==> src/rtl/pipe_ctrl.sv <==
// Pipeline sequencing controller: merges stall requests into a freeze vector,
// sequences boot and exception-redirect windows, counts stall cycles.
module pipe_ctrl #(
    parameter int unsigned BOOT_CYC = 2,
    parameter logic [31:0] EXC_VEC  = 32'hBFC00380
) (
    input  logic        _clk,
    input  logic        _rst,
    input  logic        _stallreq_if,
    input  logic        _stallreq_id,
    input  logic        _stallreq_ex,
    input  logic        _stallreq_mem,
    input  logic        _exc_valid,
    input  logic        _exc_eret,
    input  logic [31:0] _epc,
    output logic [5:0]  stall_,
    output logic        flush_,
    output logic [31:0] excpc_,
    output logic        rstpc_,
    output logic [31:0] stall_cnt_
);

    localparam logic [1:0] ST_BOOT     = 2'd0;
    localparam logic [1:0] ST_RUN      = 2'd1;
    localparam logic [1:0] ST_EXC_HOLD = 2'd2;

    localparam logic [3:0] BOOT_LAST = 4'(BOOT_CYC - 1);

    logic [1:0]  state_q;
    logic [1:0]  state_d;
    logic [3:0]  boot_cnt_q;
    logic [31:0] excpc_q;
    logic [31:0] stall_cnt_q;
    logic        exc_take;
    logic [31:0] exc_target;

    assign exc_take   = (state_q == ST_RUN) && _exc_valid;
    assign exc_target = _exc_eret ? _epc : EXC_VEC;

    always_comb begin
        stall_  = '0;
        flush_  = 1'b0;
        excpc_  = excpc_q;
        rstpc_  = (state_q == ST_BOOT);
        state_d = state_q;
        case (state_q)
            ST_BOOT: begin
                if (boot_cnt_q == BOOT_LAST)
                    state_d = ST_RUN;
            end
            ST_RUN: begin
                if (exc_take) begin
                    // exception overrides every stall request
                    flush_  = 1'b1;
                    excpc_  = exc_target;
                    state_d = ST_EXC_HOLD;
                end else if (_stallreq_mem) begin
                    stall_ = 6'b011111;
                end else if (_stallreq_ex) begin
                    stall_ = 6'b001111;
                end else if (_stallreq_id) begin
                    stall_ = 6'b000111;
                end else if (_stallreq_if) begin
                    stall_ = 6'b000011;
                end
            end
            ST_EXC_HOLD: begin
                state_d = ST_RUN;
            end
            default: begin
                state_d = ST_BOOT;
            end
        endcase
    end

    always_ff @(posedge _clk or negedge _rst) begin
        if (!_rst) begin
            state_q     <= ST_BOOT;
            boot_cnt_q  <= '0;
            excpc_q     <= '0;
            stall_cnt_q <= '0;
        end else begin
            state_q <= state_d;
            if (state_q == ST_BOOT && boot_cnt_q != BOOT_LAST)
                boot_cnt_q <= boot_cnt_q + 4'd1;
            if (exc_take)
                excpc_q <= exc_target;
            if (stall_ != '0 && stall_cnt_q != '1)
                stall_cnt_q <= stall_cnt_q + 32'd1;
        end
    end

    assign stall_cnt_ = stall_cnt_q;

endmodule

==> config.mk <==
export PLATFORM = sky130hd
export DESIGN_NAME = pipe_ctrl
export DESIGN_NICKNAME = d
export VERILOG_FILES = /design/src/rtl/pipe_ctrl.sv
export SDC_FILE = /design/constraint.sdc
export NUM_CORES = 1
export LEC_CHECK = 0
export ABC_AREA = 1
export BUFFER_PORTS_ARGS = -buffer_cell sky130_fd_sc_hd__buf_2
export CORE_MARGIN = 2
export CORE_UTILIZATION = 53
export CTS_BUF_LIST = sky130_fd_sc_hd__clkbuf_4 sky130_fd_sc_hd__clkbuf_8 sky130_fd_sc_hd__clkbuf_16
export DETAILED_ROUTE_END_ITERATION = 16
export PLACE_DENSITY = 0.92
export SYNTH_ARGS = -nofsm -noshare
export SYNTH_HDL_FRONTEND = slang
export SYNTH_SLANG_ARGS = --single-unit
==> constraint.sdc <==
create_clock -name _clk -period 2.3 [get_ports _clk]
set_clock_uncertainty 0.15 [all_clocks]
set_input_delay 0.46 -clock _clk [delete_from_list [all_inputs] [get_ports _clk]]
set_output_delay 0.46 -clock _clk [all_outputs]
set_load 0.02 [all_outputs]
; ---- After elaboration in Yosys (flattened, before gate mapping)
; Cells that the tools add are included.
[word_totals]
inputBits = 40
regBits = 70
word_cells = 33
[op_classes]
n_addsub = 2
reduce_logical = 6
eq_ne = 7
n_mux = 14
[ops]
columns = op, n
row1 = $mux 32, 3
row2 = $add 32x1->32 const B, 1
row3 = $ne 32x32->1 const B, 1
row4 = $mux 5, 2
row5 = $mux 2, 3
row6 = $mux 6, 1
row7 = $pmux 2 s3, 1
row8 = $reduce_bool 6->1, 1
row9 = $add 4x1->4 const B, 1
row10 = $eq 4x1->1 const B, 1
row11 = $mux 4, 1
row12 = $ne 4x1->1 const B, 1
row13 = $logic_and 1x1->1, 3
row14 = $mux 3, 1
row15 = $eq 2x1->1 const B, 1
row16 = $eq 2x2->1 const B, 1
row17 = $logic_not 2->1, 1
row18 = $mux 1, 2
row19 = $ne 2x1->1 const B, 1
row20 = $ne 2x2->1 const B, 1
row21 = $reduce_and 2->1, 1

; ---- Logic depth before layout (Yosys ltp)
[logic_depth]
ltp_word = 8
mapped_depth = 11
ltp_nobuf = 10

; ---- Worst setup path before layout
; No wires, ideal clock.
[synth_timing]
path_type = reg-to-output
startpoint = register state_q[0]
endpoint = output port excpc_[0]
required_time_ns = 1.690
n_path_buf = 2
path_slack_ns = -0.121
arrival_ns = 1.811
path_stages_with_launch = 8
path_cell_list = dfrtp_1 > nor2_1 > nand2_2 > inv_2 > nor3_4 > buf_6 > buf_4 > o21ai_0
[synth_between]
elab_chain_cells = 4
[synth_lines]
columns = item, line
row1 = start: declaration, 29  ; logic [1:0] state_q;
row2 = start signal: assignment, 83  ; state_q <= state_d;
row3 = $eq 2x1->1 (*), "37, 46"
row4 = $logic_and 1x1->1, 37  ; assign exc_take = (state_q == ST_RUN) && _exc_valid;
row5 = $mux 32, 52  ; if (exc_take) begin
row6 = $mux 32 (*), 46  ; case (state_q)
row7 = end: declaration, 18  ; output logic [31:0] excpc_,
; Mark *: on every way between the ends. The rest lies on a longest branch, timed or not.

==> flow_metrics.env <==
export IMPL_dieArea_sq_mm=0.00841
export IMPL_num_vias=4687
export IMPL_fillers=446
export IMPL_min_to="excpc_q[0]"
export IMPL_drc_violation_count_after_routing=0
export IMPL_cts_root_buf="clkbuf_8"
export IMPL_critical_path_arrival_ns=2.18
export IMPL_timing_final_crit_period_ns=2.79
export IMPL_ant_nets=0
export IMPL_cellInternalPower_mw=4.31
export IMPL_detail_route_vias_per_cell=5.74
export IMPL_ctsLongestPathBuffers=2
export IMPL_setup_slack_ns=-0.492
export IMPL_launch_point_of_the_worst_hold_path="_epc[0]"
export IMPL_floorplan_die_width_um=91.7
export IMPL_setup_violations=35
export IMPL_floorplan_die_height_um=91.7
export IMPL_critical_path_cell_chain="ha_4, nand2_4, nand2_4, inv_4, nor3_4, buf_6, buf_12, nand3_1, o21ai_1, buf_4"
export IMPL_critical_path_class="reg -> out"
export IMPL_violations="negative setup slack"
export IMPL_mapped_nets=614
export IMPL_total_power_per_unit_cell_area_mw_per_mm2=1350
export IMPL_unrepaired_setup_endpoints_after_global_routing="true"
export IMPL_vias_in_the_first_global_route=4350
export IMPL_grt_pass1_wl_mm=20.6
export IMPL_place_congestion=0.946
export IMPL_io_pins=112
export IMPL_grt_remaining_overflow=0
export IMPL_critical_path_max_fanout=20
export IMPL_drtPass1Iterations=5
export IMPL_layout_nets=756
export IMPL_crit_path_max_incr_delay_ns=0.46
export IMPL_worst_path_most_repeated_cell="nand2_4"
export IMPL_leakage_nw=2.93
export IMPL_switching_power_mw=3.57
export IMPL_half_perimeter_wire_length_after_placement_mm=7.49
export IMPL_stdcell_count=817
export IMPL_worstHoldPathCells=3
export IMPL_wl_per_cell_um=18.4
export IMPL_numClockSinks=70
export IMPL_power_combinational_fraction_pct=63.7
export IMPL_r2r_end="boot_cnt_q[3]"
export IMPL_worst_setup_path_start_kind="flip-flop"
export IMPL_cts_inserted_buffers=9
export IMPL_power_share_sequential_pct=23.0
export IMPL_clock_insertion_delay_at_the_later_pin_of_the_skew_report_ns=0.36
export IMPL_max_freq_ghz=0.358
export IMPL_hold_viol=0
export IMPL_synth_cells=571
export IMPL_drive_gt1_share_pct=34.5
export IMPL_syn_mean_instance_area_sq_um=7.14
export IMPL_post_synth_instance_area_sq_mm=0.00408
export IMPL_grt_start_max_net_pins=71
export IMPL_worst_ep_required_time_ns=1.69
export IMPL_rr_worst_depth=14
export IMPL_initial_util_pct=55.3
export IMPL_worst_setup_path_end_kind="primary output"
export IMPL_dp_cells=769
export IMPL_netlist_cell_type_count=28
export IMPL_crit_path_max_delay_family="buffers and inverters"
export IMPL_timing_final_max_slew_violations=0
export IMPL_worst_setup_hold_path_clk_slew_ns=0.09
export IMPL_antenna_found_initial=0
export IMPL_core_area_sq_mm=0.00737
export IMPL_cap_violations=0
export IMPL_ir_worst_vdd_v=0.00121
export IMPL_power_frac_clock_pct=13.2
export IMPL_critPathBufInv=4
export IMPL_final_period_utilization_pct=121
export IMPL_timing_rr_start="boot_cnt_q[0]"
export IMPL_htreeDepth=3
export IMPL_synthesis_yosys_warnings=0
export IMPL_report_power_total_mw=7.88
export IMPL_outcome="finished, violations left"
export IMPL_synth_sequential_area_ratio_pct=43.0
export IMPL_buffer_ports_inserted=110
export IMPL_syn2layout_area_growth_pct=43.5
export IMPL_cts_tree="built"
export IMPL_totalWireLength_mm=15.1
export IMPL_row_count=31
export IMPL_regToRegSetupSlack_ns=-0.08
export IMPL_hold_wc_path_type="in -> reg"
export IMPL_critical_path_slowest_cell="dfrtp_1"
export IMPL_antenna_cells=0
export IMPL_first_iter_violations=388
export IMPL_power_share_switching_pct=45.3
export IMPL_seq_cells_post_synth=70
export IMPL_grt_usage_pct=30.7
## worst max-delay path by stage
stage                        from          to  slack [ns]  cells after the start
floorplan              state_q[0]   excpc_[0]       -0.12                      7
global placement    boot_cnt_q[1]   excpc_[4]        0.05                     10
detailed placement  boot_cnt_q[1]  excpc_[31]       -0.11                     10
CTS                 boot_cnt_q[1]  excpc_[12]       -0.36                     12
global route        boot_cnt_q[2]  excpc_[29]       -0.54                     11
finish              boot_cnt_q[0]  excpc_[19]       -0.49                     10
## routing by layer
metal	GRT usage [%]	share of wire, %	vias to the layer above
li1	-	-	2068
met2	52.9	49	355
met1	37.1	37	2181
met5	0	0	-
met4	14.7	5.4	0
met3	5.51	9.2	83
## state kept, by name, summed over array words and instances (netlist names)
register	count
excpc_q	32
boot_cnt_q	4
state_q	2
stall_cnt_	32
## synth_stat cells
cell type	n	area, sq um
inv_2	3	11.3
inv_6	1	8.76
conb_1	1	3.75
nor3_4	1	16.3
nor2_1	54	203
buf_6	5	56.3
xor2_1	8	70.1
nand2_2	14	87.6
nor3_1	1	5.00
buf_2	2	10.0
nor2_8	1	20.0
nand3_1	37	185
o21ai_0	70	350
dfrtp_1	70	1750
nand4_1	3	18.8
inv_1	66	248
a21oi_1	1	5.00
nand2_8	1	20.0
nand2_4	2	22.5
nor2_2	2	12.5
buf_8	1	15.0
nand2_1	189	709
nor2_4	2	22.5
o21ai_1	15	75.1
buf_4	4	30.0
xnor2_1	6	52.6
clkbuf_1	8	30.0
ha_1	3	37.5
## power groups by stage
| stage | combinational [mW] | sequential [mW] | clock (mW) |
|---|---|---|---|
| 2_1_floorplan | 1.87 | 1.78 | 0 |
| 3_3_place_gp | 2.61 | 1.74 | 0 |
| 3_5_place_dp | 2.71 | 1.76 | 0 |
| 4_1_cts | 3.94 | 1.74 | 1.02 |
| 5_1_grt | 5.20 | 1.83 | 1.09 |
| 6_report | 5.02 | 1.81 | 1.04 |
## metrics by stage
step	utilization, %	setup TNS (ns)	instance area, sq um	hold WS, ns	worst slack, ns
floorplan	-	-0.607	4080	0.0144	-0.121
global placement	64.0	0	4720	0.308	0.0525
detailed placement	64.0	-0.469	4720	0.330	-0.107
CTS	73.8	-10.82	5440	0.193	-0.362
global route	79.4	-15.27	5850	0.227	-0.543
finish	79.4	-13.18	5850	0.220	-0.492
## area by class of cell
cell class | count | area, sq um | share of cell area (%)
clock buffers | 12 | 146 | 2.50
clock inverters | 4 | 47.5 | 0.812
inverters | 70 | 270 | 4.62
multi-input cells | 411 | 2280 | 39.0
flip-flops and latches | 70 | 1750 | 29.9
well taps | 99 | 124 | 2.12
repair buffers | 151 | 1230 | 21.1
## layout by cell type, fill, tap and decap left out, types with 3 or more instances in the layout
master,netlist,layout
nor2_1,54,51
buf_4,4,25
buf_16,0,4
buf_12,0,7
nand3_2,0,13
buf_6,5,31
buf_2,2,81
nand3_1,37,22
o21ai_2,0,19
clkbuf_8,0,9
nand4_1,3,3
nand2_1,189,188
o21ai_0,70,36
dfrtp_1,70,70
xor2_1,8,8
inv_1,66,65
nor2_2,2,4
xnor2_1,6,5
clkbuf_4,0,3
inv_2,3,3
nand2_4,2,4
o21ai_1,15,16
nand2_2,14,13
nor2_4,2,3
o21ai_4,0,14
## tightest hold or removal path: stages
cell	delay (ns)
buf_2	0.10
nand3_4	0.06
o21ai_0	0.07
## logic make-up (layout without fill, tap and decap cells)
| logic type | after synthesis | in the layout | share of synthesized area [%] |
|---|---|---|---|
| simple gates | 307 | 307 | 32.4 |
| buf+inv | 90 | 237 | 10.0 |
| compound gates | 86 | 86 | 10.6 |
| flops | 70 | 70 | 43.0 |
| xor+xnor | 14 | 14 | 3.01 |
| fa+ha+maj | 3 | 3 | 0.921 |
| other cells | 1 | 1 | 0.0920 |
## repair_timing
item / in CTS / in global routing
hold endpoints to repair: 4 / 0
setup buffers: 22 / 9
cloned: 6 / 0
resized for setup: 71 / 85
setup endpoints to repair: 33 / 38
hold buffers: 1 / 0
pin swaps: 3 / 4
Note: power is estimated with default switching activity, not from simulation.
